`src/rtl/coherence_bus_ctrl.sv`:
```
// coherence_bus_ctrl
//   Memory-side responder for a two-core dcache/icache system. Arbitrates
//   both dcaches and both icaches onto one RAM port, runs the snoop handshake
//   towards the non-requesting dcache and performs cache-to-cache transfers
//   while writing the dirty copy back to RAM.
//
// Ports
//   CLK, nRST                 clock (rising edge), async active-low reset
//   dREN, dWEN, daddr, dstore dcache read/write-back requests, address, data
//   cctrans, ccwrite          coherence miss marker / exclusive intent or snoop hit
//   dwait, dload              dcache wait (low on the completing cycle), read data
//   ccwait, ccinv, ccsnoopaddr snoop strobe, invalidate, snoop address
//   iREN, iaddr, iwait, iload icache request, address, wait, data
//   ramREN, ramWEN, ramaddr, ramstore, ramload, ramstate   RAM port
//
// state  | meaning
// IDLE   | no transaction, wait for any request
// ARB    | pick dcache (round robin on dlast) over icache (round robin on ilast)
// SNOOP  | one cycle: snoop the other dcache, sample its ccwrite reply
// C2C1/2 | word 0/1 supplied by the other dcache, also written to RAM
// MEM1/2 | word 0/1 read from RAM
// WB1/2  | word 0/1 write-back to RAM
// IFETCH | single instruction word read from RAM

module coherence_bus_ctrl #(
  parameter int          CPUS       = 2,
  parameter logic [1:0]  RAM_ACCESS = 2'b10
) (
  input  logic                      CLK,
  input  logic                      nRST,
  input  logic [CPUS-1:0]           dREN,
  input  logic [CPUS-1:0]           dWEN,
  input  logic [CPUS-1:0][31:0]     daddr,
  input  logic [CPUS-1:0][31:0]     dstore,
  input  logic [CPUS-1:0]           cctrans,
  input  logic [CPUS-1:0]           ccwrite,
  output logic [CPUS-1:0]           dwait,
  output logic [CPUS-1:0][31:0]     dload,
  output logic [CPUS-1:0]           ccwait,
  output logic [CPUS-1:0]           ccinv,
  output logic [CPUS-1:0][31:0]     ccsnoopaddr,
  input  logic [CPUS-1:0]           iREN,
  input  logic [CPUS-1:0][31:0]     iaddr,
  output logic [CPUS-1:0]           iwait,
  output logic [CPUS-1:0][31:0]     iload,
  output logic                      ramREN,
  output logic                      ramWEN,
  output logic [31:0]               ramaddr,
  output logic [31:0]               ramstore,
  input  logic [31:0]               ramload,
  input  logic [1:0]                ramstate
);

  typedef enum logic [3:0] {
    IDLE, ARB, SNOOP, C2C1, C2C2, MEM1, MEM2, WB1, WB2, IFETCH
  } state_t;

  state_t state, state_nxt;
  logic   req, req_nxt;
  logic   dlast, dlast_nxt;
  logic   ilast, ilast_nxt;

  logic [CPUS-1:0] dreq;
  logic            dsel, isel, oth, access, d_live;

  assign dreq   = dREN | dWEN;
  // With both cores asking, the one not served last wins; otherwise the only requester.
  assign dsel   = (&dreq) ? ~dlast : dreq[1];
  assign isel   = (&iREN) ? ~ilast : iREN[1];
  assign oth    = ~req;
  assign access = (ramstate == RAM_ACCESS);
  assign d_live = dREN[req] | dWEN[req];

  always_ff @(posedge CLK or negedge nRST) begin
    if (!nRST) begin
      state <= IDLE;
      req   <= 1'b0;
      dlast <= 1'b0;
      ilast <= 1'b0;
    end else begin
      state <= state_nxt;
      req   <= req_nxt;
      dlast <= dlast_nxt;
      ilast <= ilast_nxt;
    end
  end

  always_comb begin
    state_nxt   = state;
    req_nxt     = req;
    dlast_nxt   = dlast;
    ilast_nxt   = ilast;
    dwait       = '1;
    iwait       = '1;
    ccwait      = '0;
    ccinv       = '0;
    ccsnoopaddr = '0;
    dload       = '0;
    iload       = '0;
    ramREN      = 1'b0;
    ramWEN      = 1'b0;
    ramaddr     = '0;
    ramstore    = '0;

    case (state)
      IDLE: begin
        if ((|dreq) || (|iREN)) state_nxt = ARB;
      end

      ARB: begin
        if (|dreq) begin
          req_nxt   = dsel;
          dlast_nxt = dsel;
          state_nxt = dWEN[dsel] ? WB1 : SNOOP;
        end else if (|iREN) begin
          req_nxt   = isel;
          ilast_nxt = isel;
          state_nxt = IFETCH;
        end else begin
          state_nxt = IDLE;
        end
      end

      WB1, WB2: begin
        if (!d_live) begin
          state_nxt = IDLE;
        end else begin
          ramWEN   = 1'b1;
          ramaddr  = daddr[req];
          ramstore = dstore[req];
          if (access) begin
            dwait[req] = 1'b0;
            state_nxt  = (state == WB1) ? WB2 : IDLE;
          end
        end
      end

      SNOOP: begin
        if (!d_live) begin
          state_nxt = IDLE;
        end else begin
          ccwait[oth]      = 1'b1;
          ccsnoopaddr[oth] = daddr[req];
          ccinv[oth]       = ccwrite[req] & cctrans[req];
          state_nxt        = ccwrite[oth] ? C2C1 : MEM1;
        end
      end

      C2C1, C2C2: begin
        if (!d_live) begin
          state_nxt = IDLE;
        end else begin
          // Snoop address follows the requester so the snooper supplies the matching word.
          ccwait[oth]      = 1'b1;
          ccsnoopaddr[oth] = daddr[req];
          ccinv[oth]       = ccwrite[req] & cctrans[req];
          dload[req]       = dstore[oth];
          ramWEN           = 1'b1;
          ramaddr          = daddr[req];
          ramstore         = dstore[oth];
          if (access) begin
            dwait[req] = 1'b0;
            state_nxt  = (state == C2C1) ? C2C2 : IDLE;
          end
        end
      end

      MEM1, MEM2: begin
        if (!d_live) begin
          state_nxt = IDLE;
        end else begin
          ccwait[oth]      = 1'b1;
          ccsnoopaddr[oth] = daddr[req];
          ccinv[oth]       = ccwrite[req] & cctrans[req];
          ramREN           = 1'b1;
          ramaddr          = daddr[req];
          dload[req]       = ramload;
          if (access) begin
            dwait[req] = 1'b0;
            state_nxt  = (state == MEM1) ? MEM2 : IDLE;
          end
        end
      end

      IFETCH: begin
        if (!iREN[req]) begin
          state_nxt = IDLE;
        end else begin
          ramREN     = 1'b1;
          ramaddr    = iaddr[req];
          iload[req] = ramload;
          if (access) begin
            iwait[req] = 1'b0;
            state_nxt  = IDLE;
          end
        end
      end

      default: state_nxt = IDLE;
    endcase
  end

endmodule

```
`config.mk`:
```
export PLATFORM = sky130hd
export DESIGN_NAME = coherence_bus_ctrl
export DESIGN_NICKNAME = d
export VERILOG_FILES = /design/src/rtl/coherence_bus_ctrl.sv
export SDC_FILE = /design/constraint.sdc
export NUM_CORES = 1
export LEC_CHECK = 0
export BUFFER_PORTS_ARGS = -buffer_cell sky130_fd_sc_hd__buf_2
export CAP_MARGIN = 30
export CORE_AREA = 3 3 193 195
export CTS_BUF_LIST = sky130_fd_sc_hd__clkbuf_4 sky130_fd_sc_hd__clkbuf_8 sky130_fd_sc_hd__clkbuf_16
export CTS_CLUSTER_DIAMETER = 40
export DETAILED_ROUTE_END_ITERATION = 8
export DIE_AREA = 0 0 196 198
export HOLD_SLACK_MARGIN = 0.03
export PLACE_DENSITY = 0.43
export SLEW_MARGIN = 10
export SYNTH_ARGS = -nofsm -noshare
export SYNTH_HDL_FRONTEND = slang
export SYNTH_SLANG_ARGS = --single-unit
```
`constraint.sdc`:
```
create_clock -name CLK -period 5.6 [get_ports CLK]
set_input_delay 0.84 -clock CLK [delete_from_list [all_inputs] [get_ports CLK]]
set_output_delay 0.84 -clock CLK [all_outputs]
set_load 0.005 [all_outputs]
```
# After elaboration in Yosys (flattened, before gate mapping)
# Index checks and enable logic that the tools add are counted.
dict set report word_totals {
  reg_bits 7
  in_bits 238
  output_inout_bits 266
  wordCells 133
}
dict set report classes {
  order_cmp 5
  n_eq_ne 15
  muxes 78
  n_bitwise 12
  n_reduce_logical 19
}
# op n
set op_table {}
lappend op_table {{two-way mux 32 bit} 14}
lappend op_table {{two-way mux 64 bit} 6}
lappend op_table {{AND 64 bit} 3}
lappend op_table {{one-hot mux 32 bit (2 select lines)} 2}
lappend op_table {{one-hot mux 64 bit (2 select lines)} 1}
lappend op_table {{demux 32 bit (select 1 bit)} 2}
lappend op_table {{two-way mux 4 bit} 12}
lappend op_table {{one-hot mux 4 bit (7 select lines)} 1}
lappend op_table {{two-way mux 1 bit} 23}
lappend op_table {{two-way mux 2 bit} 9}
lappend op_table {{equality test 4 x 3 -> 1 bit, second input constant} 4}
lappend op_table {{two-way mux 3 bit} 5}
lappend op_table {{inequality test 3 bit, second input constant} 4}
lappend op_table {{OR reduction 2 bit} 5}
lappend op_table {{equality test 4 x 2 -> 1 bit, second input constant} 2}
lappend op_table {{equality test 4 bit, second input constant} 2}
lappend op_table {{AND reduction 2 bit} 4}
lappend op_table {{less-than comparator 1 x 2 -> 1 bit, second input constant} 3}
lappend op_table {{OR reduction 6 bit} 1}
lappend op_table {{AND reduction 5 bit} 1}
lappend op_table {{OR reduction 5 bit} 1}
lappend op_table {{equality test 4 x 1 -> 1 bit, second input constant} 1}
lappend op_table {{logical NOT 4 bit} 1}
lappend op_table {{inverter 1 bit} 4}
lappend op_table {{other kinds (15)} 18}

# Logic depth before layout (Yosys ltp)
dict set report logic_depth {
  ltp_word 8
  depth_mapped 7
  depth_no_buf 5
}

# Worst setup path before layout
# Ideal clock, no wire load.
dict set report synth_path {
  kind {input to output}
  from {in dREN[1]}
  to {out ramstore[0]}
  t_arrival_ps 2037
  t_required_ps 4760
  path_slack_ps 2723
  cell_stages 7
  path_buffers 2
  path_cell_list {nor2_1 > nor2b_1 > clkbuf_1 > a21oi_1 > o31ai_4 > buf_6 > a22o_1}
}
dict set report synth_between {
  elab_chain_len 5
  word_cells_on_any_way 6
  cone_classes {mux (5); bitwise (1)}
}
# item line_no
set synth_lines {}
lappend synth_lines {{start, declared} 31} ;# input logic [CPUS-1:0] dREN,
lappend synth_lines {{two-way mux 1 bit (implied by the code) (*) (2 in series)} 72} ;# assign d_live = dREN[req] | dWEN[req];
lappend synth_lines {{OR 1 bit (*)} 72}
lappend synth_lines {{two-way mux 32 bit (on tied branches)} {150, 125}}
lappend synth_lines {{one-hot mux 32 bit (2 select lines) (*)} 105} ;# case (state)
lappend synth_lines {{end, declared} 49} ;# output logic [31:0] ramstore,
# Mark *: on every way between the ends. The rest lies on a longest branch, timed or not. The select of a mux whose other input is x is not followed.

# Final worst setup path
dict set report layout_path {
  from {reg state[2]}
  to {out ccinv[0]}
}
dict set report layout_between {
  elab_chain_len 3
  word_cells_on_any_way 7
  cone_classes {eq/ne (5); mux (1); reduce/logical (1)}
}
# item line_no
set layout_lines {}
lappend layout_lines {{start, declared} 58} ;# state_t state, state_nxt;
lappend layout_lines {{start signal, assigned} 81} ;# state <= state_nxt;
lappend layout_lines {{equality test 4 x 2 -> 1 bit / equality test 4 x 3 -> 1 bit (equally long branches)} 105}
lappend layout_lines {{OR reduction 5 bit (no line) (*)} -}
lappend layout_lines {{two-way mux 2 bit (*)} -}
lappend layout_lines {{end, declared} 40} ;# output logic [CPUS-1:0] ccinv,
# Mark *: on every way between the ends. The rest lies on a longest branch, timed or not.

==> impl_results.md <==
- Run status: complete, no violations
- Largest net degree at the start of global routing: 50
- Most frequent cells in the layout: buf_2, a22o_1, mux2i_1
- Hold crit path type: in -> async
- Max cap viols: 0
- Final Skew: 0.000587 ns
- Synth Area in XOR/XNOR: 0%
- WL per Instance: 18.3 um
- Complex-gate fraction of the synthesized area: 36.5%
- Worst-path clk slew: 0.04 ns
- Mux contribution to synthesized area: 19.3%
- CTS sink cnt: 7
- Fin Hold WS: 0.433 ns
- Die W: 196 um
- I/O Buffers: 503
- Final TNS setup: 0 ns
- Syn Inst Count: 491
- CP most frequent cell: and3_1
- Gpl congestion: 0.910
- CTS hold repair buffers: 0
- FF+latch count, synth: 7
- Critical setup path kind: reg -> out
- Clock buffer depth: 2
- CP cell instances: and3_1 -> nor3_2 -> buf_4 -> nand2_1 -> inv_1 -> and3_1 -> buf_2
- Share of cells above drive strength 1: 57.4%
- Endpoint type of the worst setup path: output port
- Die area: 38800 um^2
- Final Hold Fails: 0
- Largest family of logic cells by synthesized area: compound AO/OA/AOI/OAI gates
- Vias per std cell: 4.23
- Worst skew pair latency: 0.23 ns
- Routed Antenna Nets: 0
- Clock Root Buffer: clkbuf_16
- DP HPWL: 21.3 mm
- Global-route wire length before repair: 36.8 mm
- Maximum VDD drop: 0.000374 V
- Slowest stage delay, CP: 0.60 ns
- Detailed Routing Iterations Pass 1: 4
- Tmin final: 3.66 ns
- Netlist Area Pre-Place: 3660 um^2
- Total Routed Length: 25.9 mm
- GRT Total Usage: 11.8%
- Fill cells: 4135
- Max-slew headroom: 41.2%
- Initial Utilization: 10.3%
- Nets: 1194
- Detailed Route Iter0 Violations: 375
- Largest fanout on the critical path: 47
- Final core utilization: 18.8%
- Crit path max-delay family: simple AND/OR/NAND/NOR gates
- Post-CTS Resized: 0
- RSZ-0062 raised after global routing: false
- CP bufs+invs: 3
- Commonest non-fill, non-tap cell in the layout: buf_2
- Final Slew Violations: 0
- F_max: 273 MHz
- Die span in y: 198 um
- Register Area: 179 um^2
- Critical path launch point type: flop
- H-Tree Depth: 1
- Slowest stage cell, crit path: dfrtp_1
- Slew at the pin closest to its max-slew limit: 0.882 ns
- DR vias: 6003
- Drt drc: 0
- Critical path required time: 4.76 ns
- Setup-failing EPs final: 0
- Vias in the first global route: 5967
- Final worst path period share: 65.3%
- Yosys cell types: 52
- Post-synthesis sequential area ratio: 4.78%
- Core area: 35600 um^2
- WP data arrival: 2.82 ns
- P&R area growth vs syn: 82.5%
- Reg2Reg Setup Slack: 3.10 ns
- Synth Area per Inst: 7.46 um^2
- Post-CTS Setup Inserts: 0
- PD cells: 336 nW/um^2
- Num rows: 69
- GRT overflow: 0
- Adder-Cell Fraction of Synth Area: 0%
- Synthesis Warnings: 0
- Post-Synth Simple-Gate Area: 30.7%
- Initial antenna violation count: 1
- Total CTS buffers: 3
- CTS tree: yes
- Top-Level Pins: 504
- Static Leak: 3.99 nW
- Multi-input logic area: 3200 um^2
- Syn_nets: 729
==> area by class of cell <==
| type | instances | area share (%) |
|---|---|---|
| tap | 461 | 8.63 |
| timing repair buffer | 517 | 39.2 |
| antenna | 2 | 0.0749 |
| sequential | 7 | 2.68 |
| inverter | 4 | 0.225 |
| clock buffer | 4 | 1.24 |
| multi-input combinational | 423 | 47.9 |
==> synth_stat cells, drive strengths merged <==
library cell,number,area [um^2]
nor2,37,159
a21bo,1,10.0
dfrtp,7,175
o22ai,33,206
o41ai,1,8.76
o21a,1,7.51
a2111o,1,11.3
a221oi,1,26.3
a31oi,1,6.26
nor2b,3,18.8
o32a,1,10.0
buf,32,211
nand2b,7,51.3
clkbuf,25,93.8
a21o,2,15.0
a21boi,1,7.51
and2,64,400
a22o,96,841
nor4b,1,15.0
and3,49,307
o221ai,1,8.76
o2111a,1,11.3
nor3,10,71.3
a22oi,1,7.51
nor4,3,31.3
a21oi,10,53.8
inv,4,15.0
nand2,12,47.6
o2111ai,1,8.76
o21ai,6,33.8
o211ai,1,7.51
mux2i,66,661
or3b,1,11.3
o31ai,5,56.3
or3,2,12.5
mux2,3,45.0
==> report_power, final <==
part,leakage (nW),switching [mW],internal [mW]
Clock,0.0416,0.0294,0.0998
Combinational,3.86,1.04,0.883
Sequential,0.0871,0.112,0.0751
Total,3.99,1.19,1.06
==> stage by stage <==
stage | setup slack [ns] | instance area (um^2) | power [mW] | std cells
floorplan | 2.72 | 3660 | 1.32 | 491
global placement | 1.93 | 6600 | 2.11 | 1412
detailed placement | 1.93 | 6600 | 2.11 | 1412
CTS | 1.88 | 6680 | 2.25 | 1416
global route | 1.68 | 6680 | 2.41 | 1417
finish | 1.94 | 6690 | 2.24 | 1418
==> sequential cells by signal, summed over array words and instances, names as in the netlist <==
signal	count
dlast	1
ilast	1
req	1
state	4
==> worst paths after layout <==
kind	endpoint	startpoint	depth (start not counted)
hold reg to reg	ilast$_DFFE_PN0P_	ilast$_DFFE_PN0P_	1
max in group asynchronous	req$_DFFE_PN0P_	nRST	1
setup / recovery	ccinv[0]	state[2]$_DFFE_PN0P_	7
hold / removal	state[0]$_DFFE_PN0P_	nRST	1
setup reg to reg	state[2]$_DFFE_PN0P_	state[1]$_DFFE_PN0P_	6
min in group CLK	ilast$_DFFE_PN0P_	ilast$_DFFE_PN0P_	1
==> layer usage <==
| layer | share of wire (%) | GRT usage (%) | up-vias |
|---|---|---|---|
| li1 | - | - | 2815 |
| met1 | 41 | 15.4 | 2896 |
| met2 | 52 | 21.2 | 269 |
| met3 | 5.4 | 1.00 | 23 |
| met4 | 1.9 | 2.72 | 0 |
| met5 | 0 | 0 | - |
==> cell families (layout without fill, tap and decap cells) <==
kind of cell	count (synthesis)	in the layout
multiplexers	69	69
other	0	2
AO/OA/AOI/OAI	165	165
flip-flops	7	7
AND/OR/NAND/NOR	189	189
buffers and inverters	61	525
No activity file was read; power rests on OpenSTA's default activity.
